==> config.mk <==
export PLATFORM = sky130hd
export DESIGN_NAME = flags_ctx_ctrl
export DESIGN_NICKNAME = d
export VERILOG_FILES = /design/src/rtl/flags_ctx_ctrl_pkg.sv /design/src/rtl/flags_ctx_ctrl_flag_stack.sv /design/src/rtl/flags_ctx_ctrl.sv
export SDC_FILE = /design/constraint.sdc
export NUM_CORES = 1
export LEC_CHECK = 0
export ABC_CLOCK_PERIOD_IN_PS = 2100
export CAP_MARGIN = 20
export CORE_UTILIZATION = 50
export DETAILED_ROUTE_END_ITERATION = 12
export GPL_TIMING_DRIVEN = 0
export PLACE_DENSITY = 0.78
export SLEW_MARGIN = 20
export SYNTH_ARGS = -nofsm -noshare
export SYNTH_HDL_FRONTEND = slang
export SYNTH_SLANG_ARGS = --single-unit
==> constraint.sdc <==
create_clock -name clk -period 2.1 [get_ports clk]
set_input_delay 0.42 -clock clk [delete_from_list [all_inputs] [get_ports clk]]
set_output_delay 0.42 -clock clk [all_outputs]
set_load 0.02 [all_outputs]
==> src/rtl/flags_ctx_ctrl_pkg.sv <==
// Shared definitions for the CCR flags context sequencer.
package flags_ctx_ctrl_pkg;

    // Width of one flags word {v,c,n,z}
    localparam int FLAG_W = 4;

    // Bit positions inside a flags word
    localparam int FLAG_Z = 0;
    localparam int FLAG_N = 1;
    localparam int FLAG_C = 2;
    localparam int FLAG_V = 3;

    typedef enum logic [1:0] {
        ST_IDLE   = 2'd0,
        ST_PUSH   = 2'd1,
        ST_VECTOR = 2'd2,
        ST_POP    = 2'd3
    } state_t;

endpackage

==> src/rtl/flags_ctx_ctrl_flag_stack.sv <==
// LIFO of saved flag words; dout always shows the top entry (0 when empty).
module flags_ctx_ctrl_flag_stack
    import flags_ctx_ctrl_pkg::*;
#(
    parameter int DEPTH  = 4,
    parameter int FLAG_W = flags_ctx_ctrl_pkg::FLAG_W
) (
    input  logic                       clk,
    input  logic                       rst_n,
    input  logic                       push,
    input  logic                       pop,
    input  logic [FLAG_W-1:0]          din,
    output logic [FLAG_W-1:0]          dout,
    output logic [$clog2(DEPTH):0]     count
);
    localparam int AW = $clog2(DEPTH);
    localparam int CW = AW + 1;
    localparam logic [CW-1:0] FULL = CW'(DEPTH);

    logic [FLAG_W-1:0] mem [DEPTH];
    logic [AW-1:0]     top_idx;

    assign top_idx = AW'(count - CW'(1));

    // Push/pop with saturating guards so the pointer never wraps
    always_ff @(posedge clk or negedge rst_n) begin
        if (!rst_n) begin
            count <= '0;
            for (int i = 0; i < DEPTH; i++) begin
                mem[i] <= '0;
            end
        end else if (push && (count < FULL)) begin
            mem[count[AW-1:0]] <= din;
            count              <= count + CW'(1);
        end else if (pop && (count != '0)) begin
            count <= count - CW'(1);
        end
    end

    // Top-of-stack read
    always_comb begin
        dout = '0;
        if (count != '0) begin
            dout = mem[top_idx];
        end
    end

endmodule

==> src/rtl/flags_ctx_ctrl.sv <==
// Context sequencer: saves CCR flags on interrupt entry, restores them on RTI.
//
//  state  | meaning
//  IDLE   | waiting for rti or an acceptable interrupt
//  PUSH   | save_flags strobe, live flags written to the stack
//  VECTOR | vec_req held until the vector fetch completes
//  POP    | restore_flags strobe, top of stack presented on restore_value
module flags_ctx_ctrl
    import flags_ctx_ctrl_pkg::*;
#(
    parameter int FLAG_W  = flags_ctx_ctrl_pkg::FLAG_W,
    parameter int DEPTH   = 4,
    parameter bit NEST_EN = 1'b1
) (
    input  logic                    clk,
    input  logic                    rst_n,
    input  logic                    irq_req,
    input  logic                    irq_en,
    input  logic                    rti,
    input  logic [FLAG_W-1:0]       flags_in,
    input  logic                    vec_ack,
    input  logic                    err_clr,
    output logic                    save_flags,
    output logic                    restore_flags,
    output logic [FLAG_W-1:0]       restore_value,
    output logic                    vec_req,
    output logic                    irq_ack,
    output logic                    stall,
    output logic [$clog2(DEPTH):0]  depth,
    output logic                    ovf_err,
    output logic                    unf_err
);
    localparam int CW = $clog2(DEPTH) + 1;
    localparam logic [CW-1:0] FULL = CW'(DEPTH);

    state_t            state, state_nx;
    logic [FLAG_W-1:0] top;
    logic              empty, full, irq_live, accept;
    logic              ovf_set, unf_set;

    assign empty = (depth == '0);
    assign full  = (depth == FULL);
    // The requester drops irq_req only after seeing irq_ack, so the ack
    // cycle must not count as a fresh request.
    assign irq_live = irq_req & irq_en & ~irq_ack;
    assign accept   = ~full & (NEST_EN | empty);
    assign ovf_set  = (state == ST_IDLE) & ~rti & irq_live & full;
    assign unf_set  = (state == ST_IDLE) & rti & empty;

    flags_ctx_ctrl_flag_stack #(
        .DEPTH  (DEPTH),
        .FLAG_W (FLAG_W)
    ) u_stack (
        .clk   (clk),
        .rst_n (rst_n),
        .push  (state == ST_PUSH),
        .pop   (state == ST_POP),
        .din   (flags_in),
        .dout  (top),
        .count (depth)
    );

    // State register
    always_ff @(posedge clk or negedge rst_n) begin
        if (!rst_n) begin
            state <= ST_IDLE;
        end else begin
            state <= state_nx;
        end
    end

    // Next-state and Moore output decode
    always_comb begin
        state_nx      = state;
        save_flags    = 1'b0;
        restore_flags = 1'b0;
        restore_value = '0;
        vec_req       = 1'b0;
        stall         = 1'b0;
        case (state)
            ST_IDLE: begin
                if (rti && !empty) begin
                    state_nx = ST_POP;
                end else if (!rti && irq_live && accept) begin
                    state_nx = ST_PUSH;
                end
            end
            ST_PUSH: begin
                save_flags = 1'b1;
                stall      = 1'b1;
                state_nx   = ST_VECTOR;
            end
            ST_VECTOR: begin
                vec_req = 1'b1;
                stall   = 1'b1;
                if (vec_ack) begin
                    state_nx = ST_IDLE;
                end
            end
            ST_POP: begin
                restore_flags = 1'b1;
                restore_value = top;
                stall         = 1'b1;
                state_nx      = ST_IDLE;
            end
            default: state_nx = ST_IDLE;
        endcase
    end

    // Acknowledge pulse one cycle after the vector fetch completes
    always_ff @(posedge clk or negedge rst_n) begin
        if (!rst_n) begin
            irq_ack <= 1'b0;
        end else begin
            irq_ack <= (state == ST_VECTOR) & vec_ack;
        end
    end

    // Sticky error flags; a clear wins over a same-cycle set
    always_ff @(posedge clk or negedge rst_n) begin
        if (!rst_n) begin
            ovf_err <= 1'b0;
            unf_err <= 1'b0;
        end else if (err_clr) begin
            ovf_err <= 1'b0;
            unf_err <= 1'b0;
        end else begin
            if (ovf_set) ovf_err <= 1'b1;
            if (unf_set) unf_err <= 1'b1;
        end
    end

endmodule

; Yosys cells after proc, flatten, opt, wreduce, memory -nomap -nowiden
; Index checks and enable logic that the tools add are counted.
[op_classes]
magnitude_cmp = 4
n_eq_ne = 6
n_addsub = 2
mux = 22
n_reduce_logical = 16
bitwise = 13
[op_table]
columns = cell, n
row1 = 2-to-1 mux 4 bit, 5
row2 = bitwise mux 16 bit, 1
row3 = bitwise AND 1 bit, 8
row4 = binary-select mux 4 bit (select 2 bit), 1
row5 = demux 4 bit (select 2 bit), 1
row6 = 2-to-1 mux 1 bit, 8
row7 = one-hot mux 2 bit (4 select lines), 1
row8 = >= comparator 3 bit (second input constant), 2
row9 = logical AND 1 bit, 6
row10 = 2-to-1 mux 2 bit, 3
row11 = 2-to-1 mux 3 bit, 2
row12 = inverter 2 -> 3 bit, 2
row13 = nonzero test 2 bit, 3
row14 = == test 2 bit (second input constant), 2
row15 = adder 3 x 1 -> 3 bit (second input constant), 1
row16 = == test 3 bit (second input constant), 1
row17 = zero test 3 bit, 1
row18 = less-than comparator 3 x 1 -> 1 bit (second input constant), 1
row19 = less-than comparator 3 bit (second input constant), 1
row20 = inequality test 3 x 1 -> 1 bit (second input constant), 1
row21 = inverter 1 bit, 3
row22 = nonzero test 3 bit, 1
row23 = OR reduction 3 bit, 1
row24 = subtractor 3 x 1 -> 3 bit (second input constant), 1
row25 = other kinds (5), 6
[word_totals]
out_inout_bits = 14
word_cells = 72
regBits = 24
in_bits = 11

; Longest topological paths before layout
; Gate-level depths: netlist of the first run.
[depth]
ltp_word = 7
ltp_mapped = 6
mapped_depth_nobuf = 5

; Cells and area by module
; A second synthesis of the first run with hierarchy kept.
[unflattened]
hier_cells = 100
hier_area_um2 = 1278.7
[by_module_without_submodules]
columns = module, cells_per_inst, area_per_inst_um2, instances, seq_area_each_um2
row1 = flags_ctx_ctrl_flag_stack, 73, 1008.5, 1, 475.5
row2 = flags_ctx_ctrl, 27, 270.3, 1, 125.1

; Worst setup path before layout of the first run
; OpenSTA, ideal clock, no wires.
[synth_path]
path_type = reg2out
start = register u_stack.count[0]
end = output port restore_value[0]
slack_ns = -0.026
stages_incl_launch_ff = 6
n_path_buf = 1
arrival_ns = 1.706
t_required_ns = 1.680
path_cell_list = dfrtp_1 -> buf_2 -> inv_1 -> ha_1 -> mux4_2 -> and3_1
[synth_between]
elab_chain_len = 7
elab_cells_between_ends = 8
classes_between = 1 x add/sub / 5 x mux / 1 x bitwise / 1 x reduce/logical
[synth_lines]
columns = item, line
row1 = from (decl), flags_ctx_ctrl_flag_stack.sv:14  ; output logic [$clog2(DEPTH):0] count
row2 = from (signal assigned), flags_ctx_ctrl_flag_stack.sv:34  ; count <= count + CW'(1);
row3 = from (signal assigned), flags_ctx_ctrl_flag_stack.sv:36  ; count <= count - CW'(1);
row4 = subtractor 3 x 1 -> 3 bit, --
row5 = net u_stack.top_idx[0], flags_ctx_ctrl_flag_stack.sv:21  ; logic [AW-1:0] top_idx;
row6 = inverter 2 -> 3 bit (implied by the code), flags_ctx_ctrl_flag_stack.sv:44  ; dout = mem[top_idx];
row7 = binary-select mux 4 bit (select 2 bit), flags_ctx_ctrl_flag_stack.sv:44
row8 = 2-to-1 mux 4 bit (implied by the code) (2 in series), flags_ctx_ctrl_flag_stack.sv:44
row9 = 2-to-1 mux 4 bit, flags_ctx_ctrl_flag_stack.sv:43  ; if (count != '0) begin
row10 = 2-to-1 mux 4 bit, flags_ctx_ctrl.sv:80  ; case (state)
row11 = to (decl), flags_ctx_ctrl.sv:25  ; output logic [FLAG_W-1:0] restore_value,
; The timed path passes the listed nets, and every way through them passes these cells. The select of a mux whose other input is x is not followed.

; Final worst setup path of the first run
[layout_path]
start = register u_stack.count[0]
end = output port restore_value[1]
; The elaborated chain is that of the path after synthesis.

==> metrics, run 1 <==
Worst setup EP type output pin; max_cap viols 0; Most Frequent Cell on Critical Path buf_6; multiplexer area fraction after synthesis approximately a quarter; largest net degree at the start of global routing 25; total congestion overflow 0; largest family of logic cells by synthesized area multiplexers; worst endpoint data arrival time about 1.8 ns; row cnt 17; clock sinks 24; DRT Wirelength ~2600 um; Reg2Reg Setup Slack approximately 0.37 ns; Inserted Diodes 0; unrepaired setup endpoints after global routing true; layout cells sized above 1 33.6%; Max-slew headroom ~64%; Post-Synth Simple-Gate Area 13.4%; Distinct cells, synth 27; die area 0.00274 sq mm; DP Wirelength roughly 1800 um; Top Family by Delay on Critical Path flip-flops; Max Freq 445 MHz; most frequent cells in the layout 23 x dfrtp_1, 16 x clkdlybuf4s50_1, 12 x mux2_4; initial antenna violation count 0; Yosys warning count 0; xor/xnor share of the synthesized area 0.692%; fin cells 153; Reg clk slew, reported paths 0.13 ns; post-synthesis cell area roughly 0.0013 sq mm; routed vias/inst around 5.5; slowest CP cell dfrtp_1; first-pass GRT wire length ~4200 um; Area growth, synth to finish 29.8%; Nets roughly 140; gr usage total between 20% and 30%; dpl cells approximately 150; hold-fix buffers at CTS 0; Worst R2R Path Depth 5; root buf cell clkbuf_4; initial drt markers 12; CP Data Required Time between 1.5 and 2 ns; total design power ~2.1 mW; Finish-stage setup viols 4; Initial Util between 50 and 60%; final period utilization 107%; post-synthesis compound-gate area fraction between 5 and 6%; Slew @ Worst Pin ~0.53 ns; DR DRC count 0; Power per Cell Area ~1300 mW/mm^2; most common cell after layout, fill and taps aside dfrtp_1; vias in the first global route approximately 860; maximum vdd drop between 0.0009 and 0.001 V; max-slew violation count 0; Hold WC Path Type input port to asynchronous set/reset pin; min Tclk post-route 2.25 ns; Final Util 71.5%; register bit total from synthesis 24; P_leak a little under 0.8 nW; core area 0.00230 sq mm; violated checks setup timing; Die X-Extent approximately 52 um; r2r endpoint u_stack.mem[14]; Clock Latency Late Sink between 0.3 and 0.4 ns; I/O Buffers 24; TritonCTS Buffers 3; Final Hold Vio Count 0; Layout Skew around 0.014 ns; gpl congestion roughly 0.8; CP Buf/Inv Count 3; Critical Path Max Stage Delay roughly 0.4 ns; Die Y between 50 and 60 um; Hold Slack roughly 0.057 ns; Worst setup SP type register; CTS tree done; Syn Inst Count 94; Worst R2R Start u_stack.count[1]; CTS H-Tree Depth 1; Setup CP Type register to output pin; num ports 25; CP max FO 5; CP Cell Sequence buf_6 -> inv_4 -> ha_4 -> mux4_2 -> and3_4 -> buf_6; vias post-DR 849; net count after synthesis 110; Mean Syn Cell Area roughly 13 sq um; Post-DRT Antenna Nets 0; CTS Buffer Depth 2; first-pass detailed-route iteration total 4; WL/cell 17.3 um; crit path setup slack, layout -0.148 ns; Seq/Total Area, Yosys a little under half; adder-cell share of the synthesized area slightly below 5%; outcome finished with violations
==> routing by layer <==
layer	share of wire [%]	track usage [%]	vias up	routed length (um)
li1	-	-	402	-
met1	44	28.7	433	1160
met2	52	38.2	12	1390
met3	3.3	6.09	2	86
met4	0.61	5.70	0	16
met5	0	0	-	0
==> registers in the layout (all words and copies together) (netlist names) <==
name	count
unf_err	1
state	2
ovf_err	1
u_stack.mem	16
u_stack.count	3
irq_ack	1
==> stage by stage <==
step	setup slack [ns]	setup TNS (ns)	area, sq um
3_3_place_gp	-0.457	-1.79	1540
4_1_cts	-0.112	-0.434	1640
2_1_floorplan	0.0265	0	1270
3_5_place_dp	-0.493	-1.95	1540
6_report	-0.148	-0.512	1640
5_1_grt	-0.213	-0.786	1640
==> final cells by class <==
type | instances | area, sq um
tap | 28 | 35.0
sequential | 24 | 602
multi-input combinational | 63 | 671
timing repair buffer | 28 | 274
fill | 159 | 656
clock buffer | 3 | 22.5
buffer | 2 | 16.3
inverter | 5 | 21.3
==> logic make-up (layout without fill, tap and decap cells) <==
logic type	after synthesis	after routing
AOI/OAI and AO/OA	11	11
xor gates and xnor gates	1	1
adders and majority gates	5	5
buffers and inverters	7	38
DFF	24	24
muxes	21	21
and+or+nand+nor	25	25
==> report_power, final <==
group | switching [mW] | total (mW) | internal, mW
Combinational | 0.527 | 1.19 | 0.660
Clock | 0.134 | 0.201 | 0.0670
Sequential | 0.129 | 0.762 | 0.633
==> cells in the mapped netlist (all sizes together) <==
cell type / number / share of area [%]
o221ai: 1 / 0.69
mux2i: 1 / 0.79
a31oi: 1 / 0.49
inv: 5 / 1.5
o21a: 1 / 0.59
buf: 2 / 0.79
nor2: 3 / 0.89
dfrtp: 24 / 47
nand3: 1 / 0.40
and2b: 1 / 0.59
and2: 5 / 3.3
o21ai: 2 / 0.79
and3: 4 / 2.0
nor4bb: 2 / 1.6
a41oi: 1 / 0.69
ha: 5 / 4.9
o31a: 1 / 0.69
mux4: 4 / 7.1
nand2b: 1 / 0.49
a21oi: 4 / 1.6
nor2b: 3 / 1.5
nand2: 4 / 1.2
mux2: 16 / 18
xnor2: 1 / 0.69
nor3b: 1 / 1.5
==> worst max-delay path by stage <==
stage | from | endpoint | cells after the start
2_1_floorplan | u_stack.count[0] | restore_value[0] | 5
3_3_place_gp | u_stack.count[0] | restore_value[1] | 6
3_5_place_dp | u_stack.count[0] | restore_value[0] | 6
4_1_cts | u_stack.count[0] | restore_value[1] | 5
5_1_grt | u_stack.count[0] | restore_value[1] | 5
6_report | u_stack.count[0] | restore_value[1] | 6
==> what timing repair did <==
action	in CTS	in global routing
pin swaps	1	0
hold endpoints to repair	0	0
endpoints found under the setup margin	6	5
buffers inserted	4	0
gates resized for setup	38	1
(Power assumes the default switching activity.)
==> run 2: changes to the inputs <==
GPL_TIMING_DRIVEN = default   (was 0)
==> run 2 against run 1 <==
Effect of this change: the run still ends with setup timing left; maximum frequency rose by 6.7%; routed wire length rose by 1.9%; power up 2.8%; critical path depth fell by 1; critical endpoint unchanged.
==> metrics, run 2 (synthesized netlist as in run 1, its figures left out) <==
Layout Cell Area excl Fill 0.00170 sq mm (was 0.00164 sq mm); Critical Path Max Stage Delay 0.40 ns (was 0.41 ns); gpl congestion 0.770 (was 0.782); most common cell after layout, fill and taps aside dfrtp_1 (unchanged); max reg flops 16 (unchanged); Post-DRT Antenna Nets 0 (unchanged); CTS Buffer Depth 2 (unchanged); CP Cell Sequence inv_2 -> ha_4 -> mux4_2 -> and3_4 -> buf_6 (was buf_6 -> inv_4 -> ha_4 -> mux4_2 -> and3_4 -> buf_6); most frequent cells in the layout 24 x dfrtp_1, 16 x clkdlybuf4s50_1, 13 x buf_4 (was 23 x dfrtp_1, 16 x clkdlybuf4s50_1, 12 x mux2_4); min Tclk post-route 2.11 ns (was 2.25 ns); Clock Latency Late Sink 0.31 ns (about the same); Max Freq 475 MHz (was 445 MHz); gr usage total 22.6% (was 22.7%); WL/cell 16.7 um (was 17.3 um); Clk pwr share 9.0% (was 9.4%); first-pass GRT wire length 4360 um (was 4240 um); max_cap viols 0 (unchanged); Comb power frac 57.9% (was 55.2%); CTS tree done (unchanged); num ports 25 (unchanged); total congestion overflow 0 (unchanged); Power Internal 1.42 mW (was 1.36 mW); Hold WC Path Type input port to asynchronous set/reset pin (unchanged); Most flops, register u_stack.mem (unchanged); final period utilization 100% (was 107%); initial antenna violation count 0 (unchanged); Inserted Diodes 0 (unchanged); Die X-Extent 52.3 um (unchanged); DR DRC count 0 (unchanged); root buf cell clkbuf_4 (unchanged); die area 0.00274 sq mm (unchanged); crit path setup slack, layout -0.00585 ns (was -0.148 ns); vias in the first global route 890 (was 861); unrepaired setup endpoints after global routing true (unchanged); largest net degree at the start of global routing 25 (unchanged); first-pass detailed-route iteration total 4 (unchanged); Final Hold Vio Count 0 (unchanged); clock sinks 24 (unchanged); Switching Share 35.6% (was 36.7%); TritonCTS Buffers 3 (unchanged); hold-fix buffers at CTS 0 (unchanged); worst endpoint data arrival time 1.69 ns (was 1.83 ns); Cell Area, Placed 0.00161 sq mm (was 0.00154 sq mm); row cnt 17 (unchanged); Die Y 52.3 um (unchanged); Worst setup SP type register (unchanged); initial drt markers 21 (was 12); Initial Util 55.1% (unchanged); vias post-DR 887 (was 849); CP max FO 5 (unchanged); top flop regs u_stack.mem: 16 flops, u_stack.count: 3 flops, state: 2 flops (unchanged); slowest CP cell dfrtp_1 (unchanged); Setup CP Type register to output pin (unchanged); max-slew violation count 0 (unchanged); layout cells sized above 1 36.8% (was 33.6%); CTS H-Tree Depth 1 (unchanged); fillcell total 154 (was 159); routed vias/inst 5.51 (was 5.55); Nets 151 (was 143); P_leak 0.820 nW (was 0.773 nW); Layout Skew 0.0116 ns (was 0.0140 ns); DP Wirelength 1910 um (was 1840 um); Worst setup EP type output pin (unchanged); I/O Buffers 24 (unchanged); Total Neg Setup Slack -0.00585 ns (was -0.512 ns); CP Data Required Time 1.68 ns (about the same); violated checks setup timing (unchanged); Max-slew headroom 67.9% (was 64.2%); core area 0.00230 sq mm (unchanged); Area growth, synth to finish 34.5% (was 29.8%); NetSw 0.787 mW (was 0.790 mW); DRT Wirelength 2690 um (was 2640 um); Power per Cell Area 1300 mW/mm^2 (was 1310 mW/mm^2); Seq pwr share 33.0% (was 35.4%); Reg clk slew, reported paths 0.13 ns (about the same); maximum vdd drop 0.000884 V (was 0.000912 V); Slew @ Worst Pin 0.474 ns (was 0.529 ns); Finish-stage setup viols 1 (was 4); outcome finished with violations (unchanged)
-- run 2: area by class of cell --
class / count / area [sq um] / area share [%]
multi-input combinational: 63 / 668 / 39.3
timing repair buffer: 38 / 357 / 21.0
inverter: 5 / 18.8 / 1.10
sequential: 24 / 601 / 35.3
clock buffer: 3 / 22.5 / 1.32
tap: 28 / 35.0 / 2.06
-- run 2: repair_timing --
item / CTS / global route
buffers inserted: 3 / 1
pin swaps: 1 / 1
endpoints found under the setup margin: 6 / 6
resized for setup: 35 / 2
-- run 2: worst paths after layout --
path	from	end	slack (ns)	depth (start not counted)
worst max-delay path	u_stack.count[0]	restore_value[1]	-0.006	5
worst min-delay path	rst_n	irq_ack	0.45	2
worst max register to register	u_stack.count[0]	u_stack.mem[14]	0.48	6
worst min register to register	u_stack.mem[15]	u_stack.mem[15]	0.50	1
max in group asynchronous	rst_n	u_stack.mem[12]	1.41	2
min in group clk	u_stack.mem[15]	u_stack.mem[15]	0.50	1
-- run 2: per-stage QoR --
stage	util, %	total power [mW]	worst slack [ns]	instances	hold WS (ns)
after floorplan	-	1.46	0.0265	94	0.124
after global placement	69.9	1.86	-0.141	154	0.464
after detailed placement	69.9	1.90	-0.202	154	0.474
after CTS	73.5	2.19	-0.00627	160	0.456
after global routing	74.1	2.36	-0.0630	161	0.481
final	74.1	2.21	-0.00585	161	0.448
-- run 2: critical path: cells and delay by family, from the launching register on --
kind	cells	cell delay [ns]
adders and majority gates	1	0.30
buffers and inverters	2	0.19
DFF	1	0.40
muxes	1	0.30
and+or+nand+nor	1	0.20
-- run 2: layer usage --
| metal | global-route usage, % | wire length (um) |
|---|---|---|
| met5 | 0 | 0 |
| met4 | 6.58 | 10 |
| met3 | 2.61 | 88 |
| met2 | 38.4 | 1410 |
| met1 | 30.1 | 1180 |
-- run 2: power groups by stage --
stage | combinational, mW | clock (mW) | sequential (mW)
3_3_place_gp | 1.14 | 0 | 0.723
6_report | 1.28 | 0.200 | 0.731
3_5_place_dp | 1.17 | 0 | 0.729
4_1_cts | 1.27 | 0.201 | 0.726
5_1_grt | 1.39 | 0.216 | 0.753
2_1_floorplan | 0.680 | 0 | 0.779
==> run 3: changes to the inputs <==
SLEW_MARGIN = 25   (was 20)
==> results of run 3 <==
Same layout as run 2: the final DEF is identical, and so are final timing and power.
==> edit, RTL diff (config.mk and constraints of run 1) <==
`NEST_EN`: 1'b1 -> 1'b0.
--- a/src/rtl/flags_ctx_ctrl.sv
+++ b/src/rtl/flags_ctx_ctrl.sv
@@ -12,3 +12,3 @@
     parameter int DEPTH   = 4,
-    parameter bit NEST_EN = 1'b1
+    parameter bit NEST_EN = 1'b0
 ) (
Function: changed (a bounded check fails within 10 cycles, from zero or initial values and one cycle with rst_n low).
==> edit against run 1 <==
The run still ends with setup timing left; routed wire length rose by 9.9%; sequential power fell by 8.3%; synthesized area rose by 4.5%; sequential cell count did not move; total power fell by 3.7%; worst setup slack improved by 23 ps; critical path depth did not move; utilization fell by 0.50 points; clock skew fell by 12 ps; die area rose by 4.4%; sequential share of layout area fell by 2.4 points; global-route usage fell by 0.37 points; final area rose by 7.1%; critical path type unchanged.
==> edit: results (changes against run 1) <==
cp-endpoint: "restore_value[0]"
setup_viol: 4  # unchanged
tns_ps: -446  # +66.9 ps
fin_worst_skew_ps: 2.41  # -11.6 ps
worstReg2RegStart: "u_stack.count[0]$_DFFE_PN0P_"
vias: 920  # +8.4%
synth_cell_types: 28  # +3.7%
drt_first_pass_iters: 7  # +3
syn-instance-count: 102  # +8.5%
highest_layer: "met3"
grt_pass1_vias: 938  # +8.9%
violations: "setup timing"
path_max_fanout: 6  # +1
internal-power_mw: 1.36  # -0.22%
grt_pass1_wl_mm: 4.41  # +4.1%
wirelength_mm: 2.91  # +9.9%
wirelength_met1_mm: 1.34  # +16%
synth.area.top_cells: "dfrtp_1 45%, mux2_4 18%, mux4_2 6.8%"
status: "complete, but fails checks"
dp.cells: 156  # +6.8%
routed-wl-met2_mm: 1.49  # +7.6%
worst_slack_ps: -125  # +23.0 ps
tightest_slew_ps: 542  # +13.2 ps
r2r_end: "u_stack.mem[4]$_DFFE_PN0P_"
nNetsFinal: 154  # +7.7%
==> edit: changes by cell type after synthesis, sizes merged, moves of 2 or more <==
cell,before,now
and3,4,8
o211ai,0,2
and2,5,2
buf,2,7
nor2,3,7
==> edit: final cells by class <==
class | count | area [sq um]
Buffer | 7 | 70.1
Clock buffer | 3 | 22.5
Clock inverter | 1 | 30.0
Fill cell | 179 | 719
Inverter | 5 | 23.8
Multi-Input combinational cell | 66 | 679
Sequential cell | 24 | 603
Tap cell | 30 | 37.5
Timing Repair Buffer | 31 | 292
==> edit: power by group through the flow <==
stage               clock network [mW]  logic, mW  registers [mW]
floorplan                            0      0.546           0.716
global placement                     0      0.807           0.706
detailed placement                   0      0.841           0.717
CTS                              0.341       1.01           0.698
global route                     0.357       1.12           0.714
finish                           0.332       1.04           0.699
==> edit: worst max-delay path, delay by kind of cell (launching register included) <==
kind	cells	cell delay (ps)
DFF	1	400
adders and majority gates	1	310
muxes	1	310
buffers and inverters	3	270
and+or+nand+nor	1	190
